[config.mk]
export PLATFORM = sky130hd
export DESIGN_NAME = pwm_duty_sched
export DESIGN_NICKNAME = d
export VERILOG_FILES = /design/src/rtl/pwm_sched_pkg.sv /design/src/rtl/pwm_duty_sched_ovr_monitor.sv /design/src/rtl/pwm_duty_sched.sv
export SDC_FILE = /design/constraint.sdc
export NUM_CORES = 1
export LEC_CHECK = 0
export ABC_AREA = 1
export BUFFER_PORTS_ARGS = -buffer_cell sky130_fd_sc_hd__buf_2
export CAP_MARGIN = 0
export CORE_ASPECT_RATIO = 0.5
export CORE_UTILIZATION = 63
export CTS_CLUSTER_SIZE = 8
export DETAILED_ROUTE_END_ITERATION = 6
export GPL_TIMING_DRIVEN = 0
export PLACE_DENSITY = 0.87
export SLEW_MARGIN = 20
export SYNTH_ARGS = -nofsm -noshare
export SYNTH_HDL_FRONTEND = slang
export SYNTH_SLANG_ARGS = --single-unit
[constraint.sdc]
create_clock -name clk -period 4.6 [get_ports clk]
set_clock_uncertainty 0.1 [all_clocks]
set_input_delay 0.46 -clock clk [delete_from_list [all_inputs] [get_ports clk]]
set_output_delay 0.46 -clock clk [all_outputs]
set_load 0.03 [all_outputs]
[src/rtl/pwm_sched_pkg.sv]
// Shared types and defaults for the PWM duty scheduler.
package pwm_sched_pkg;
  typedef enum logic [1:0] {IDLE, RAMP, RUN, FAULT} state_t;
  localparam int DUTY_W_DEF = 11;
endpackage

[src/rtl/pwm_duty_sched_ovr_monitor.sv]
// Over-current monitor: synchronises the raw comparator, remembers an event
// seen during the current PWM period, and counts consecutive periods with an
// event. trip is raised combinationally on the synch edge that brings the
// count up to OVR_LIMIT.
module ovr_monitor #(
  parameter int OVR_LIMIT = 3
) (
  input  logic clk,
  input  logic rst_n,
  input  logic OVR_I,
  input  logic OVR_I_blank_n,
  input  logic PWM_synch,
  input  logic clr,
  output logic trip
);
  localparam int CW = $clog2(OVR_LIMIT + 1);
  localparam logic [CW-1:0] LIM = CW'(OVR_LIMIT);

  logic [1:0]    sync_q;
  logic          seen_q, seen_d;
  logic [CW-1:0] cnt_q, cnt_d;
  logic          ev;

  // Only sense inside the unblanked window; sync_q[1] is the settled sample.
  assign ev = sync_q[1] & OVR_I_blank_n;

  // Two-flop synchroniser for the asynchronous comparator output.
  always_ff @(posedge clk or negedge rst_n) begin
    if (!rst_n) sync_q <= '0;
    else        sync_q <= {sync_q[0], OVR_I};
  end

  // Per-period event flag and saturating consecutive-period counter.
  // An event coincident with the synch pulse belongs to the ending period.
  always_comb begin
    seen_d = seen_q;
    cnt_d  = cnt_q;
    if (clr) begin
      seen_d = 1'b0;
      cnt_d  = '0;
    end else if (PWM_synch) begin
      seen_d = 1'b0;
      if (seen_q | ev) cnt_d = (cnt_q == LIM) ? cnt_q : cnt_q + 1'b1;
      else             cnt_d = '0;
    end else if (ev) begin
      seen_d = 1'b1;
    end
  end

  // Counter and flag registers.
  always_ff @(posedge clk or negedge rst_n) begin
    if (!rst_n) begin
      seen_q <= 1'b0;
      cnt_q  <= '0;
    end else begin
      seen_q <= seen_d;
      cnt_q  <= cnt_d;
    end
  end

  assign trip = ~clr & PWM_synch & (cnt_d == LIM);
endmodule

[src/rtl/pwm_duty_sched.sv]
// PWM duty scheduler: slew-limited duty sequencing aligned to PWM period
// boundaries, ramp-down on disable, and a latched over-current fault.
module pwm_duty_sched
  import pwm_sched_pkg::*;
#(
  parameter int DUTY_W    = DUTY_W_DEF,
  parameter int SLEW      = 16,
  parameter int DUTY_MAX  = 2000,
  parameter int OVR_LIMIT = 3
) (
  input  logic              clk,
  input  logic              rst_n,
  input  logic              en,
  input  logic [DUTY_W-1:0] duty_req,
  input  logic              PWM_synch,
  input  logic              OVR_I_blank_n,
  input  logic              OVR_I,
  input  logic              clr_fault,
  output logic [DUTY_W-1:0] duty,
  output logic              ramping,
  output logic              at_target,
  output logic              fault
);
  localparam logic [DUTY_W-1:0] DMAX   = DUTY_W'(DUTY_MAX);
  localparam logic [DUTY_W-1:0] SLEW_D = DUTY_W'(SLEW);
  localparam logic [DUTY_W:0]   SLEW_M = (DUTY_W+1)'(SLEW);

  state_t                state_q, state_d;
  logic [DUTY_W-1:0]     duty_q, duty_d;
  logic                  fault_q, fault_d;
  logic [DUTY_W-1:0]     target, step_val;
  logic signed [DUTY_W:0] diff;
  logic [DUTY_W:0]       mag;
  logic                  land, trip;

  // Counting is frozen (and held clear) while latched in FAULT.
  ovr_monitor #(.OVR_LIMIT(OVR_LIMIT)) u_ovr (
    .clk           (clk),
    .rst_n         (rst_n),
    .OVR_I         (OVR_I),
    .OVR_I_blank_n (OVR_I_blank_n),
    .PWM_synch     (PWM_synch),
    .clr           (state_q == FAULT),
    .trip          (trip)
  );

  // Clamped target and one slew-limited step toward it. The extra sign bit
  // keeps the difference from wrapping; the step itself cannot under/overflow
  // because it is only taken when the target is more than SLEW away.
  assign target   = en ? ((duty_req > DMAX) ? DMAX : duty_req) : '0;
  assign diff     = $signed({1'b0, target}) - $signed({1'b0, duty_q});
  assign mag      = diff[DUTY_W] ? $unsigned(-diff) : $unsigned(diff);
  assign land     = (mag <= SLEW_M);
  assign step_val = land ? target :
                    (diff[DUTY_W] ? duty_q - SLEW_D : duty_q + SLEW_D);

  // State, duty and fault registers.
  always_ff @(posedge clk or negedge rst_n) begin
    if (!rst_n) begin
      state_q <= IDLE;
      duty_q  <= '0;
      fault_q <= 1'b0;
    end else begin
      state_q <= state_d;
      duty_q  <= duty_d;
      fault_q <= fault_d;
    end
  end

  // Next state and duty; a trip overrides everything, without a synch wait.
  always_comb begin
    state_d = state_q;
    duty_d  = duty_q;
    fault_d = fault_q;
    if (trip) begin
      state_d = FAULT;
      duty_d  = '0;
      fault_d = 1'b1;
    end else begin
      case (state_q)
        IDLE: begin
          duty_d = '0;
          if (en) state_d = RAMP;
        end
        RAMP: if (PWM_synch) begin
          duty_d = step_val;
          // Landing with en low means the target (and so the result) is 0.
          if (land) state_d = en ? RUN : IDLE;
        end
        RUN: begin
          if (PWM_synch) duty_d = step_val;
          if (!en || (PWM_synch && !land)) state_d = RAMP;
        end
        FAULT: begin
          duty_d = '0;
          if (clr_fault && !en) begin
            state_d = IDLE;
            fault_d = 1'b0;
          end
        end
        default: state_d = IDLE;
      endcase
    end
  end

  // Status outputs decoded from the registered state.
  always_comb begin
    ramping   = (state_q == RAMP);
    at_target = (state_q == RUN) && (duty_q == target);
  end

  assign duty  = duty_q;
  assign fault = fault_q;
endmodule

[Word level (Yosys, flattened, before mapping)]
Cells that the tools add are included.
Operators by class
  $add $sub $neg: 5
  multipliers: 0
  div/mod/pow operators: 0
  order comparisons: 2
  equality and inequality tests: 12
  shift operators: 0
  mux-type cells: 26
  bitwise logic cells: 5
  reductions and logical operators: 14
Operator list (number)
  $mux W11: 6
  $mux W2: 11
  $pmux W11 S2: 1
  $le A12 B5 Y1 const B: 1
  $mux W12: 1
  $neg A12 Y12: 1
  $sub A11 B11 Y12: 1
  $add A11 B5 Y11 const B: 1
  $eq A11 B11 Y1: 1
  $gt A11 B11 Y1 const B: 1
  $sub A11 B5 Y11 const B: 1
  $ne A3 B3 Y1 const B: 3
  $eq A2 B2 Y1 const B: 4
  $pmux W2 S4: 1
  $mux W1: 6
  $ne A3 B1 Y1 const B: 2
  $reduce_and A5 Y1: 1
  $reduce_bool A2 Y1: 2
  $reduce_or A2 Y1: 2
  $and A1 B1 Y1: 3
  $logic_and A1 B1 Y1: 3
  $ne A3 B2 Y1 const B: 1
  $reduce_bool A3 Y1: 1
  $add A2 B1 Y2 const B: 1
  other kinds (7): 8
Storage, ports and cells
  register bits: 19
  bits in latches: 0
  bits in writable memories: 0
  memory bits (read-only): 0
  input bits: 18
  output and inout bits: 14
  logic and storage cells: 70
  memories kept: 0

[Logic depth before layout (Yosys ltp)]
  depth in word-level cells: 13
  depth in mapped cells: 26
  mapped depth without buffers: 26

[By module]
From an unflattened synthesis, not the netlist that was laid out.
Unflattened totals
  cells, all modules: 350
  area total of the unflattened synthesis: 2234.6 um^2
By module, submodules not included
  pwm_duty_sched: instances 1, cells an instance 323, area each 2020.7 um^2
  ovr_monitor: instances 1, cells an instance 27, area each 214.0 um^2

[Least setup slack after synthesis]
No wires, ideal clock.
  path kind: input-to-reg
  from: input duty_req[0]
  to: register duty_q[5], in the netlist duty[5]
  arrival: 3.155 ns
  setup slack: 1.219 ns
  stages: 23
  cells stage by stage: nor4_1 -> o21ai_0 -> nand2_1 -> nand3_1 -> ha_1 -> inv_1 -> fa_1 -> inv_1 -> ha_1 -> inv_1 -> a21oi_1 -> nand3_1 -> nor2_1 -> nand2_1 -> nand3_1 -> nand2_1 -> inv_1 -> nand3_1 -> nor2_2 -> buf_6 -> inv_4 -> o21ai_0 -> o22ai_1
On the way
  longest elaborated chain between the ends: 11
  elaborated cells between the ends (all ways): 12
  those cells by class: 2 x add/sub; 2 x order compare; 8 x mux
Ends and longest elaborated chain
  start: declaration: line pwm_duty_sched.sv:14  | input logic [DUTY_W-1:0] duty_req,
  $gt A11 B11 Y1: line pwm_duty_sched.sv:50  | assign target = en ? ((duty_req > DMAX) ? DMAX : duty_req) : '0;
  $mux W11 * (2 in a row): line pwm_duty_sched.sv:50
  $sub A11 B11 Y12: line pwm_duty_sched.sv:51  | assign diff = $signed({1'b0, target}) - $signed({1'b0, duty_q});
  $neg A12 Y12: line pwm_duty_sched.sv:52  | assign mag = diff[DUTY_W] ? $unsigned(-diff) : $unsigned(diff);
  $mux W12: line pwm_duty_sched.sv:52
  $le A12 B5 Y1: line pwm_duty_sched.sv:53  | assign land = (mag <= SLEW_M);
  $mux W11 *: line pwm_duty_sched.sv:54  | assign step_val = land ? target :
  $mux W11 *: line pwm_duty_sched.sv:85, pwm_duty_sched.sv:91
  $pmux W11 S2 *: line pwm_duty_sched.sv:80  | case (state_q)
  $mux W11 *: line pwm_duty_sched.sv:75  | if (trip) begin
  end signal: assignment: line pwm_duty_sched.sv:65  | duty_q <= duty_d;
  end: declaration: line pwm_duty_sched.sv:29  | logic [DUTY_W-1:0] duty_q, duty_d;
Every way passes the cells marked *; elsewhere a longest branch is shown, timed or not. The select of a mux whose other input is x is not followed.
A chain may end at the register's enable or synchronous reset.

[Worst setup path after layout]
  from: input duty_req[0]
  to: register duty_q[8], in the netlist duty[8]
Same word-level chain as after synthesis.

==> summary.md <==
| Metric | Value |
|---|---|
| Peak VDD IR | `0.000452 V` |
| Largest net degree at the start of global routing | `20` |
| CTS Sinks | `19` |
| Post-Syn Nets | `409` |
| Hold Fails Final Rpt | `0` |
| CTS root buf | `clkbuf_8` |
| Finished Layout Cells | `451` |
| CTS Buffer Depth | `2` |
| Seq/Total Area, Yosys | `21.2%` |
| Critical path arrival | `3920 ps` |
| CP top delay family | `simple AND/OR/NAND/NOR gates` |
| Fin. max-slew vios | `0` |
| Status | `finished clean` |
| Clk_lat worst skew | `260 ps` |
| Critical-path top delay cell | `fa_1` |
| Tcrit/Tclk final | `83.7%` |
| GP Congestion | `0.909` |
| Total Routing Usage GR | `31.2%` |
| WP depth | `25` |
| Area grow syn2layout | `11.7%` |
| Core Util, Final | `78.5%` |
| Ys async rst share | `100%` |
| PwrDens | `516 nW/um^2` |
| Post-CTS Setup Bufs | `0` |
| I/O Pins | `32` |
| Reg2reg setup slack | `1350 ps` |
| Initial DRC count | `132` |
| Setup violators final | `0` |
| Seq cells post-synth | `19` |
| Max-Cap Viols | `0` |
| Leakage | `0.00154 uW` |
| CP max FO | `10` |
| Reg2reg start | `duty[0]` |
| Row count | `14` |
| Fin area | `2500 um^2` |
| Placement Cell Area | `2460 um^2` |
| Overall die height | `44.2 um` |
| First-pass GRT wire length | `9180 um` |
| H-tree depth | `1` |
| Crit end category | `flip-flop` |
| Initial antenna violation count | `0` |
| TNS Setup | `0 ps` |
| Req. time, crit path | `4670 ps` |
| Clk pin slew, worst setup/hold paths | `70 ps` |
| Die width | `86.4 um` |
| DP Wirelength | `4780 um` |
| DRC violations left | `0` |
| Worst path max stage delay | `420 ps` |
| Synth Area per Inst | `6.09 um^2` |
| Number of global-route vias before repair | `2170` |
| Worst slew pin tran | `421 ps` |
| Via density per instance | `5.39` |
| Worst hold path type | `input port to async pin` |
| Critical path class | `input port to flip-flop` |
| PortBufs | `31` |
| Cells after Synth | `368` |
| ANT nets after route | `0` |
| Worst Path Buf+Inv | `7` |
| Unique masters post-synth | `31` |
| Detailed Route WL | `5700 um` |
| Gates resized, CTS repair | `0` |
| Grt total ovfl | `0` |
| Number of synthesized flops with an enable pin | `0` |
| # fillers | `264` |
| Commonest register cell after synthesis | `dfrtp_1` |
| CTS tree | `built` |
| Placed cells | `447` |
| Ys Warns | `0` |
| FF-to-FF End | `duty[8]` |
| Worst Reg2Reg Path Length in Cells | `20` |
| Vias post-DR | `2429` |
| Fmax | `0.260 GHz` |
| Synthesized cell area | `2240 um^2` |
| RSZ-0062 raised after global routing | `no` |
| Core area | `3190 um^2` |
| Nets | `445` |
| Max-Slew Margin vs Limit | `72.0%` |
| Pre-antenna DRT Iters | `5` |
| Final min period | `3850 ps` |
| Initial Util | `70.3%` |
| CTS Buf Count | `3` |
| Routed WL per cell | `12.6 um` |
| Die area | `3820 um^2` |
| N_diodes | `0` |
| CTS Hold Buffers Added | `0` |
| Share of post-route cells with drive strength above 1 | `12.2%` |
| Critical path startpoint category | `input port` |
## stage by stage
stage | hold slack (ps) | setup WS (ps) | power, uW
2_1_floorplan | 64.4 | 1220 | 956
3_3_place_gp | 244 | 658 | 1120
3_5_place_dp | 274 | 544 | 1160
4_1_cts | 36.5 | 784 | 1280
5_1_grt | 63.8 | 470 | 1420
6_report | 30.2 | 751 | 1290
## synth_stat cells (3+ instances only)
library cell	instances	area, um^2
nand2_1	115	432
inv_1	73	274
nand3_1	37	185
nor2_1	23	86.3
ha_1	21	263
a21oi_1	19	95.1
dfrtp_1	19	475
o21ai_0	12	60.1
o22ai_1	6	37.5
nand4_1	5	31.3
xor2_1	5	43.8
o21ai_1	4	20.0
a21oi_2	3	26.3
nor2_2	3	18.8
## where the power goes
part	total (uW)	switching, uW	internal [uW]
registers	241	34.8	207
logic	937	609	328
clock network	113	53.3	60.1
## kinds of logic after synthesis
group / share of synthesized area [%]
AOI/OAI and AO/OA: 12.7
xor gates and xnor gates: 2.73
adders and majority gates: 13.5
buffers and inverters: 14.0
DFF: 21.2
and+or+nand+nor: 35.9
## metal layers
metal	share of wire [%]	GRT usage, %	up-vias
li1	-	-	1240
met1	43	38.0	1099
met2	47	58.1	84
met3	9.4	6.72	6
met4	0.58	7.00	0
met5	0	0	-
## cells in the final DEF, fill, tap and decap left out, types with 2 or more instances in the layout
cell	synthesis	routed
nand2_1	115	115
inv_1	73	73
nand3_1	37	37
buf_2	0	31
nor2_1	23	23
ha_1	21	21
a21oi_1	19	19
dfrtp_1	19	19
o21ai_0	12	12
o22ai_1	6	6
nand4_1	5	5
xor2_1	5	5
o21ai_1	4	4
nor2_2	3	3
a21oi_2	3	3
clkbuf_8	0	3
nor4_1	2	2
inv_2	2	2
buf_6	2	2
nand3_2	2	2
xnor2_1	2	2
fa_1	2	2
## worst register-to-register path: cells and delay by family, from the launching register on
| kind | cells | cell delay, ps |
|---|---|---|
| AO/OA/AOI/OAI | 4 | 450 |
| buffers and inverters | 6 | 540 |
| adder cells (fa/ha/maj) | 3 | 770 |
| AND/OR/NAND/NOR | 7 | 860 |
| flip-flops | 1 | 420 |
## flip-flops by register name, indices dropped and copies added, names as in the netlist
| signal | flops |
|---|---|
| duty | 11 |
| fault | 1 |
| state_q | 2 |
| u_ovr.cnt_q | 2 |
| u_ovr.seen_q | 1 |
| u_ovr.sync_q | 2 |
## worst max path at each step
stage,start,to,slack (ps)
finish,duty_req[0],duty[8],750
global route,duty_req[0],state_q[1],470
CTS,duty_req[0],duty[8],780
detailed placement,duty_req[0],duty[5],540
global placement,duty_req[0],duty[5],660
floorplan,duty_req[0],duty[5],1220
## layout make-up
cell class	count	area, um^2	share of cell area [%]
Buffer	3	26.3	1.05
Sequential cell	19	475	19.0
Clock buffer	3	41.3	1.65
Inverter	76	288	11.5
Multi-Input combinational cell	270	1450	58.0
Tap cell	48	60.1	2.40
Clock inverter	1	5.00	0.200
Timing Repair Buffer	31	155	6.20
No activity file was read; power rests on OpenSTA's default activity.
